### config.mk
export PLATFORM = sky130hd
export DESIGN_NAME = pistormx_cmd_queue
export DESIGN_NICKNAME = d
export VERILOG_FILES = /design/src/rtl/pistormx_pkg.sv /design/src/rtl/pistormx_cmd_fifo.sv /design/src/rtl/pistormx_cmd_queue.sv
export SDC_FILE = /design/constraint.sdc
export NUM_CORES = 1
export LEC_CHECK = 0
export BUFFER_PORTS_ARGS = -buffer_cell sky130_fd_sc_hd__buf_2
export CORE_ASPECT_RATIO = 1.75
export CORE_MARGIN = 5
export CORE_UTILIZATION = 50
export CTS_CLUSTER_SIZE = 16
export DETAILED_ROUTE_END_ITERATION = 6
export PLACE_DENSITY = 0.78
export SLEW_MARGIN = 30
export SYNTH_ARGS = -nofsm -noshare
export SYNTH_HDL_FRONTEND = slang
export SYNTH_SLANG_ARGS = --single-unit
### constraint.sdc
create_clock -name M68K_CLK -period 5.1 [get_ports M68K_CLK]
set_input_delay 0.51 -clock M68K_CLK [delete_from_list [all_inputs] [get_ports M68K_CLK]]
set_output_delay 0.51 -clock M68K_CLK [all_outputs]
set_load 0.05 [all_outputs]
### src/rtl/pistormx_pkg.sv
// Shared definitions for the PiStorm-X command queue: Pi register codes,
// control bit positions and the layout of one queued bus command.
package pistormx_pkg;

  // Pi register select codes carried on PI_A
  typedef enum logic [1:0] {
    REG_DATA    = 2'd0,
    REG_ADDR_LO = 2'd1,
    REG_ADDR_HI = 2'd2,
    REG_STATUS  = 2'd3
  } reg_sel_e;

  // Bit positions inside an ADDR_HI write
  localparam int HI_SZ_BIT = 8;
  localparam int HI_RW_BIT = 9;

  // Bit positions inside a STATUS write
  localparam int STATUS_OVF_CLR_BIT = 2;
  localparam int STATUS_FLUSH_BIT   = 3;

  // Queue entry width and field offsets (LSB first)
  localparam int ENTRY_W = 42;
  localparam int RW_OFS  = 0;
  localparam int SZ_OFS  = 1;
  localparam int A0_OFS  = 2;
  localparam int D_OFS   = 3;
  localparam int A_OFS   = 19;
  localparam int A_W     = 23;
  localparam int D_W     = 16;

  // One posted bus command; packed order matches the offsets above
  typedef struct packed {
    logic [A_W-1:0] a;
    logic [D_W-1:0] d;
    logic           a0;
    logic           sz;
    logic           rw;
  } cmd_entry_t;

  // Assemble a command from the staged low address/data and the ADDR_HI word
  function automatic cmd_entry_t make_entry(input logic [15:1] lo_addr,
                                            input logic        lo_a0,
                                            input logic [15:0] data,
                                            input logic [15:0] hi_word);
    cmd_entry_t e;
    e.a  = {hi_word[7:0], lo_addr};
    e.d  = data;
    e.a0 = lo_a0;
    e.sz = hi_word[HI_SZ_BIT];
    e.rw = hi_word[HI_RW_BIT];
    return e;
  endfunction

endpackage

### src/rtl/pistormx_cmd_fifo.sv
// DEPTH-entry FIFO of bus commands. Occupancy is kept as a DEPTH+1 state
// counter so full and empty never alias; pointers wrap naturally because
// DEPTH is a power of two. A push into a full FIFO succeeds only when the
// head is popped on the same clock, otherwise it is reported as dropped.
module pistormx_cmd_fifo
  import pistormx_pkg::*;
#(
  parameter int DEPTH = 4
) (
  input  logic                   clk,
  input  logic                   rst_n,
  input  logic                   push,
  input  logic                   pop,
  input  logic                   flush,
  input  cmd_entry_t             wdata,
  output cmd_entry_t             rdata,
  output logic                   dropped,
  output logic [$clog2(DEPTH):0] count
);

  localparam int PW = $clog2(DEPTH);
  localparam int CW = PW + 1;
  localparam logic [CW-1:0] FULL_COUNT = CW'(DEPTH);

  cmd_entry_t    mem [DEPTH];
  logic [PW-1:0] wr_ptr;
  logic [PW-1:0] rd_ptr;
  logic          full;
  logic          empty;
  logic          pop_ok;
  logic          push_ok;

  assign full    = (count == FULL_COUNT);
  assign empty   = (count == '0);
  assign pop_ok  = pop & ~empty & ~flush;
  assign push_ok = push & ~flush & (~full | pop_ok);
  assign dropped = push & ~flush & full & ~pop_ok;
  assign rdata   = mem[rd_ptr];

  // Pointer and occupancy bookkeeping; flush empties the queue outright
  always_ff @(posedge clk or negedge rst_n) begin
    if (!rst_n) begin
      wr_ptr <= '0;
      rd_ptr <= '0;
      count  <= '0;
    end else if (flush) begin
      wr_ptr <= '0;
      rd_ptr <= '0;
      count  <= '0;
    end else begin
      if (push_ok) wr_ptr <= wr_ptr + PW'(1);
      if (pop_ok)  rd_ptr <= rd_ptr + PW'(1);
      count <= count + CW'(push_ok) - CW'(pop_ok);
    end
  end

  // Entry storage, written only for accepted pushes
  always_ff @(posedge clk) begin
    if (push_ok) mem[wr_ptr] <= wdata;
  end

endmodule

### src/rtl/pistormx_cmd_queue.sv
// Command queue between the Pi GPIO register interface and the 68K bus
// engine. PI_WR is synchronised into the M68K_CLK domain, DATA/ADDR_LO
// writes are staged, and an ADDR_HI write commits a full command into the
// FIFO. Read completions are tracked so the Pi sees busy until data returns.
// Optional feature: define PISTORMX_QLEVEL_EN to expose the 'level' port.
module pistormx_cmd_queue
  import pistormx_pkg::*;
#(
  parameter int DEPTH       = 4,
  parameter int SYNC_STAGES = 2
) (
  input  logic                   M68K_CLK,
  input  logic                   M68K_RESET_n,
  input  logic [1:0]             PI_A,
  input  logic                   PI_WR,
  input  logic [15:0]            PI_D,
  output logic                   PI_TXN_IN_PROGRESS,
  output logic                   cmd_valid,
  input  logic                   cmd_ready,
  output logic [23:1]            cmd_a,
  output logic [15:0]            cmd_d,
  output logic                   cmd_a0,
  output logic                   cmd_sz,
  output logic                   cmd_rw,
  input  logic                   rd_valid,
  input  logic [15:0]            rd_data,
  output logic [15:0]            rd_buf,
  output logic                   overflow
`ifdef PISTORMX_QLEVEL_EN
  ,
  output logic [$clog2(DEPTH):0] level
`endif
);

  localparam int CW = $clog2(DEPTH) + 1;
  localparam logic [CW-1:0] FULL_COUNT = CW'(DEPTH);

  logic [1:0]             rst_sync;
  logic                   rst_n;
  logic [SYNC_STAGES:0]   wr_sync;
  logic                   wr_pulse;
  logic [15:0]            stg_d;
  logic [15:1]            stg_a;
  logic                   stg_a0;
  logic                   commit;
  logic                   flush;
  logic                   ovf_clr;
  logic                   read_commit;
  logic                   read_pending;
  logic                   fifo_dropped;
  logic                   fifo_full;
  logic                   fifo_empty;
  logic [CW-1:0]          fifo_count;
  cmd_entry_t             new_entry;
  cmd_entry_t             head;

  // Reset asserts immediately but releases only on a clock edge
  always_ff @(posedge M68K_CLK or negedge M68K_RESET_n) begin
    if (!M68K_RESET_n) rst_sync <= 2'b00;
    else               rst_sync <= {rst_sync[0], 1'b1};
  end

  assign rst_n = rst_sync[1];

  // Synchronise PI_WR; the top bit holds the previous synced level for edge detect
  always_ff @(posedge M68K_CLK or negedge rst_n) begin
    if (!rst_n) wr_sync <= '0;
    else        wr_sync <= {wr_sync[SYNC_STAGES-1:0], PI_WR};
  end

  // Registered single-cycle pulse on each synced rising edge of PI_WR
  always_ff @(posedge M68K_CLK or negedge rst_n) begin
    if (!rst_n) wr_pulse <= 1'b0;
    else        wr_pulse <= wr_sync[SYNC_STAGES-1] & ~wr_sync[SYNC_STAGES];
  end

  assign commit  = wr_pulse && (reg_sel_e'(PI_A) == REG_ADDR_HI);
  assign flush   = wr_pulse && (reg_sel_e'(PI_A) == REG_STATUS) && PI_D[STATUS_FLUSH_BIT];
  assign ovf_clr = wr_pulse && (reg_sel_e'(PI_A) == REG_STATUS) && PI_D[STATUS_OVF_CLR_BIT];

  // Capture write data and low address ahead of the committing ADDR_HI write
  always_ff @(posedge M68K_CLK or negedge rst_n) begin
    if (!rst_n) begin
      stg_d  <= '0;
      stg_a  <= '0;
      stg_a0 <= 1'b0;
    end else if (wr_pulse) begin
      case (reg_sel_e'(PI_A))
        REG_DATA:    stg_d <= PI_D;
        REG_ADDR_LO: begin
          stg_a  <= PI_D[15:1];
          stg_a0 <= PI_D[0];
        end
        default: ;
      endcase
    end
  end

  assign new_entry = make_entry(stg_a, stg_a0, stg_d, PI_D);

  pistormx_cmd_fifo #(
    .DEPTH (DEPTH)
  ) u_fifo (
    .clk     (M68K_CLK),
    .rst_n   (rst_n),
    .push    (commit),
    .pop     (cmd_ready),
    .flush   (flush),
    .wdata   (new_entry),
    .rdata   (head),
    .dropped (fifo_dropped),
    .count   (fifo_count)
  );

  assign fifo_full   = (fifo_count == FULL_COUNT);
  assign fifo_empty  = (fifo_count == '0);
  assign read_commit = commit & new_entry.rw & ~fifo_dropped;

  assign cmd_valid = ~fifo_empty;
  assign cmd_a     = head.a;
  assign cmd_d     = head.d;
  assign cmd_a0    = head.a0;
  assign cmd_sz    = head.sz;
  assign cmd_rw    = head.rw;

  // A newly committed read stays pending even if older read data returns now
  always_ff @(posedge M68K_CLK or negedge rst_n) begin
    if (!rst_n)           read_pending <= 1'b0;
    else if (flush)       read_pending <= 1'b0;
    else if (read_commit) read_pending <= 1'b1;
    else if (rd_valid)    read_pending <= 1'b0;
  end

  // Latch returned read data whenever the engine presents it
  always_ff @(posedge M68K_CLK or negedge rst_n) begin
    if (!rst_n)        rd_buf <= '0;
    else if (rd_valid) rd_buf <= rd_data;
  end

  // Sticky record of commits lost to a full queue
  always_ff @(posedge M68K_CLK or negedge rst_n) begin
    if (!rst_n)            overflow <= 1'b0;
    else if (ovf_clr)      overflow <= 1'b0;
    else if (fifo_dropped) overflow <= 1'b1;
  end

  // Busy back to the Pi while the queue is full or a read is outstanding
  always_ff @(posedge M68K_CLK or negedge rst_n) begin
    if (!rst_n) PI_TXN_IN_PROGRESS <= 1'b0;
    else        PI_TXN_IN_PROGRESS <= fifo_full | read_pending;
  end

`ifdef PISTORMX_QLEVEL_EN
  assign level = fifo_count;
`endif

endmodule

-- After elaboration in Yosys (flattened, before gate mapping)
Memories as Yosys holds them, arrays and structs flattened.
Cells that the tools add are included.
- register bits: 64
- latch bits: 0
- RAM bits: 168
- bits in read-only memories: 0
- bits of input ports: 39
- word-level logic and storage cells: 63
- memories: 1
- add/sub/neg operators: 4
- multiply operators: 0
- div/mod/pow operators: 0
- order comparisons: 0
- equality and inequality tests: 4
- shift operators: 0
- mux-type cells: 12
- bitwise operators: 17
- reductions and logical operators: 12
- memories (name ; depth ; bits a word ; read ports ; clocked after Yosys merged registers in ; write ports ; line ; text):
    u_fifo.mem ; 4 ; 42 ; 1 ; 0 ; 1 ; pistormx_cmd_fifo.sv:25 ; cmd_entry_t mem [DEPTH];
- operators by type and width (operator ; count):
    $and A1 B1 Y1 ; 9
    $mux W2 ; 4
    $mux W1 ; 7
    $not A1 Y1 ; 6
    $reduce_bool A2 Y1 ; 3
    $add A2 B1 Y2 const B ; 2
    $eq A2 B2 Y1 const B ; 2
    $logic_and A1 B1 Y1 ; 4
    $reduce_and A2 Y1 ; 2
    $add A3 B1 Y3 ; 1
    $eq A3 B3 Y1 const B ; 1
    $logic_not A3 Y1 ; 1
    $mux W3 ; 1
    $reduce_bool A3 Y1 ; 1
    $sub A3 B1 Y3 ; 1
    $eq A2 B1 Y1 const B ; 1
    $logic_not A2 Y1 ; 1
    $or A1 B1 Y1 ; 2

-- Longest topological paths before layout
- depth after elaboration: 11
- depth in mapped cells: 12

-- Hierarchy
Synthesis repeated with hierarchy kept, for this count alone.
- cell total of the unflattened synthesis: 388
- area, all modules: 8658.3 um^2
- modules (own cells, without submodules) (module ; instances ; cells each ; area each (um^2) ; seq. area each (um^2)):
    pistormx_cmd_fifo ; 1 ; 265 ; 6547.5 ; 5220.0
    pistormx_cmd_queue ; 1 ; 123 ; 2110.8 ; 1426.4

-- Worst setup path after synthesis
No wires, ideal clock.
- kind: input port to flip-flop
- start: in PI_A[1]
- end: mem u_fifo.mem[0][0] (netlist name) (enable)
- setup time: 403 ps
- arrival time: 2168 ps
- required time: 4697 ps
- path slack: 2529 ps
- stages on the path: 4
- buffers on the path: 1
- cells stage by stage: clkbuf_2 -> nand2_1 -> nor3_2 -> and2_1
- longest elaborated chain between the ends: 9
- elaborated cells on any way between the ends: 12
- classes of those cells: eq/ne (2); mux (2); bitwise (5); reduce/logical (3)
- RTL lines (item ; line ; text):
    start: declaration ; pistormx_cmd_queue.sv:14 ; input logic [1:0] PI_A,
    $eq A2 B2 Y1 ; pistormx_cmd_queue.sv:78 ; assign flush = wr_pulse && (reg_sel_e'(PI_A) == REG_STATUS) && PI_D[STATUS_FLUSH_BIT];
    $logic_and A1 B1 Y1 (2 in series) ; pistormx_cmd_queue.sv:78 ;
    $not A1 Y1 ; pistormx_cmd_fifo.sv:35, pistormx_cmd_fifo.sv:36 ;
    $and A1 B1 Y1 ; pistormx_cmd_fifo.sv:35 ; assign pop_ok = pop & ~empty & ~flush;
    $or A1 B1 Y1 ; pistormx_cmd_fifo.sv:36 ; assign push_ok = push & ~flush & (~full | pop_ok);
    $and A1 B1 Y1 (*) ; pistormx_cmd_fifo.sv:36 ;
    $mux W1 (*) ; pistormx_cmd_fifo.sv:59 ; if (push_ok) mem[wr_ptr] <= wdata;
    $mux W1 (not written as such) (*) ; pistormx_cmd_fifo.sv:59 ;
    end: declaration ; pistormx_cmd_fifo.sv:25 ;
Mark *: on every way between the ends. The rest lies on a longest branch, timed or not.

-- Final worst setup path
- start: reg u_fifo.rd_ptr[0]
- end: out cmd_a[4] (netlist name)
- longest elaborated chain between the ends: 1
- RTL lines (item ; line ; text):
    start: declaration ; pistormx_cmd_fifo.sv:27 ; logic [PW-1:0] rd_ptr;
    start signal: assignment ; pistormx_cmd_fifo.sv:52 ; if (pop_ok) rd_ptr <= rd_ptr + PW'(1);
    $mem_v2 Z4 W42 ; -- ;
    end: declaration ; pistormx_cmd_queue.sv:20 ; output logic [23:1] cmd_a,
No other way between the ends.

==> results.txt <==
DRC: 0
VDD IR-drop max: 332 uV
Layout Utilization: 59.1%
Max clock buf depth: 3
Post-route ant nets: 0
Place WS: 2.44 ns
Post-synth EDFFs: 168
Final hold vios: 0
Die H: 184 um
Async SR Flop Fraction: 27.6%
Least-Margin Pin Slew: 0.651 ns
Core area: 16900 um2
# IOs: 100
Syn Area/Cell: 21.9 um2
Clock Latency Late Sink: 0.48 ns
TritonCTS Buffers: 20
Die W: 109 um
Mapped Cells: 393
First-pass DRT Iterations: 4
Vias in the first global route: 4527
DIE AREA: 20100 um2
Crit. End Element: primary output
Ys flop type: edfxtp_1
Worst-path clk slew: 0.06 ns
Clock skew: 0.00686 ns
GP Congestion: 0.770
Worst Setup Start Kind: register
Most frequent cells after synthesis: edfxtp_1 (168), dfrtp_1 (64), mux2_2 (49)
Slowest cell on crit path: dfrtp_4
Sequential share of the synthesized area: 77.1%
Tmin final: 2.78 ns
Max-Cap Viols: 0
Status: completed
WL/cell: 20.8 um
Lkg Pwr: 3.65 nW
Crit path arrival time: 2.27 ns
Number of port buffers: 99
Global-route wire length before repair: 24200 um
Ranking of synthesized cells by area: edfxtp_1 (58%), dfrtp_1 (19%), mux4_2 (11%)
Slew Viols, Final: 0
Post-synth top area cell: edfxtp_1
Max frequency: 0.360 GHz
Netlist cell types: 34
Final worst-path cycle share: 54.5%
Fillers: 1210
Synth Register Bits: 232
Vias after detailed routing: 4012
Mapped Area: 8620 um2
Post-CTS Setup Inserts: 0
Cells along the critical path: buf_16 > mux4_2 > buf_2
Synth-to-layout area growth: 16.1%
H-tree depth: 1
Drt total wl: 15400 um
Dpl hpwl: 9430 um
Total GRT Usage: 15.7%
Yosys Warn Count: 0
# diodes: 0
RSZ-0062 raised after global routing: false
Critical Path RT: 4.59 ns
Synth Net Count: 439
Crit Path Category: register to primary output
Root buf cell: clkbuf_16
Initial Util: 50.9%
Pwr Total: 5.50 mW
Top-count cell post-synth: edfxtp_1
Global route overflow: 0
Setup TNS: 0 ns
DRT iter0 DRCs: 213
CTS sink count: 232
Fin nets: 548
Worst path setup slack after routing: 2.32 ns
Largest net degree at the start of global routing: 45
Setup violators final: 0
Worst stage delay on the critical path: 0.64 ns
Highest net fanout along the worst path: 29
Pwr/cell area: 549 nW/um2
Fin Hold WS: 0.134 ns
CTS tree: yes
Yosys top cell area share: 58.5%
# rows: 63
Share of cells above drive strength 1: 45.4%
Worst min-delay path category: input port to register
Vias per cell: 5.41
Relative slew slack: 56.6%
Initial antenna violation count: 1
## cells by family (layout without fill, tap and decap cells)
group / count (synthesis) / in the layout / synth area share (%)
compound gates: 8 / 8 / 0.638
xor+xnor: 3 / 3 / 0.305
fa+ha+maj: 7 / 7 / 1.10
buf+inv: 22 / 144 / 1.35
flops: 232 / 232 / 77.1
mux: 92 / 92 / 17.5
other cells: 1 / 1 / 0.0435
simple gates: 28 / 28 / 2.02
## path summary, 6_finish.rpt
check                      cells past startpoint               end  slack [ns]             start
setup / recovery                               3          cmd_a[4]        2.32  u_fifo.rd_ptr[0]
hold / removal                                 1        wr_sync[0]        0.13             PI_WR
setup reg to reg                              11   u_fifo.count[2]        2.63          wr_pulse
hold reg to reg                                0          stg_a[2]        0.29       rst_sync[1]
max in group asynchronous                      1  u_fifo.rd_ptr[1]        3.82       rst_sync[1]
min in group asynchronous                      0          stg_a[2]        0.29       rst_sync[1]
## placed cells by master (no fill, tap or decap), drive strengths merged
master / synthesis / layout
o311ai: 1 / 1
o21ai: 2 / 2
a31oi: 1 / 1
dlygate4sd3: 0 / 1
mux2i: 1 / 1
nor2b: 2 / 2
a32o: 1 / 1
a21oi: 1 / 1
mux4: 42 / 42
nand3b: 1 / 1
xor2: 3 / 3
dfrtp: 64 / 64
nand3: 2 / 2
fa: 1 / 1
edfxtp: 168 / 168
clkbuf: 5 / 25
clkinvlp: 0 / 1
nand4: 1 / 1
nor4b: 1 / 1
nand2: 4 / 4
bufinv: 0 / 1
nor3: 2 / 2
nor3b: 1 / 1
and2: 6 / 6
inv: 6 / 6
conb: 1 / 1
a21o: 1 / 1
nor2: 7 / 7
mux2: 49 / 49
ha: 6 / 6
or3: 1 / 1
o31ai: 1 / 1
clkinv: 0 / 8
buf: 11 / 102
## metal layers
layer	wire, um	share of wire [%]	global-route usage (%)	vias up
met2	8730	57	29.8	130
met3	917	5.9	2.60	28
met4	336	2.2	4.29	2
met5	7	0.045	0	-
met1	5430	35	18.1	2078
li1	-	-	-	1774
## final cells by class
class	instances	area, um2	share of cell area (%)
Clock buffer	25	541	5.40
Timing Repair Buffer	103	552	5.51
Multi-Input combinational cell	139	1870	18.7
Clock inverter	10	83.8	0.837
Tap cell	227	284	2.84
Inverter	6	22.5	0.225
Sequential cell	232	6660	66.5
## critical path: cells and delay by family, from the launching register on
family	cells	cell delay, ns
buffers and inverters	2	0.52
multiplexers	1	0.60
flip-flops	1	0.64
## per-stage QoR
step	cell area, um2	std cells
2_1_floorplan	8620	393
3_5_place_dp	9350	705
3_3_place_gp	9330	704
4_1_cts	9980	741
5_1_grt	10000	742
6_report	10000	742
## power breakdown
group	switching (mW)	internal [mW]	leakage (nW)
sequential	0.233	2.23	2.28
combinational	1.04	0.562	1.06
clock	0.625	0.808	0.307
## registers in the layout (all words and copies together) (netlist names), 3 cells and up
signal and cells:
rd_buf 16, stg_a 15, stg_d 16, u_fifo.count 3, u_fifo.mem 168, wr_sync 3
## repair_timing
action	4_1_cts	5_1_grt
hold endpoints to repair	2	0
hold buffers	1	0
resized for setup	0	0
(Power assumes the default switching activity.)
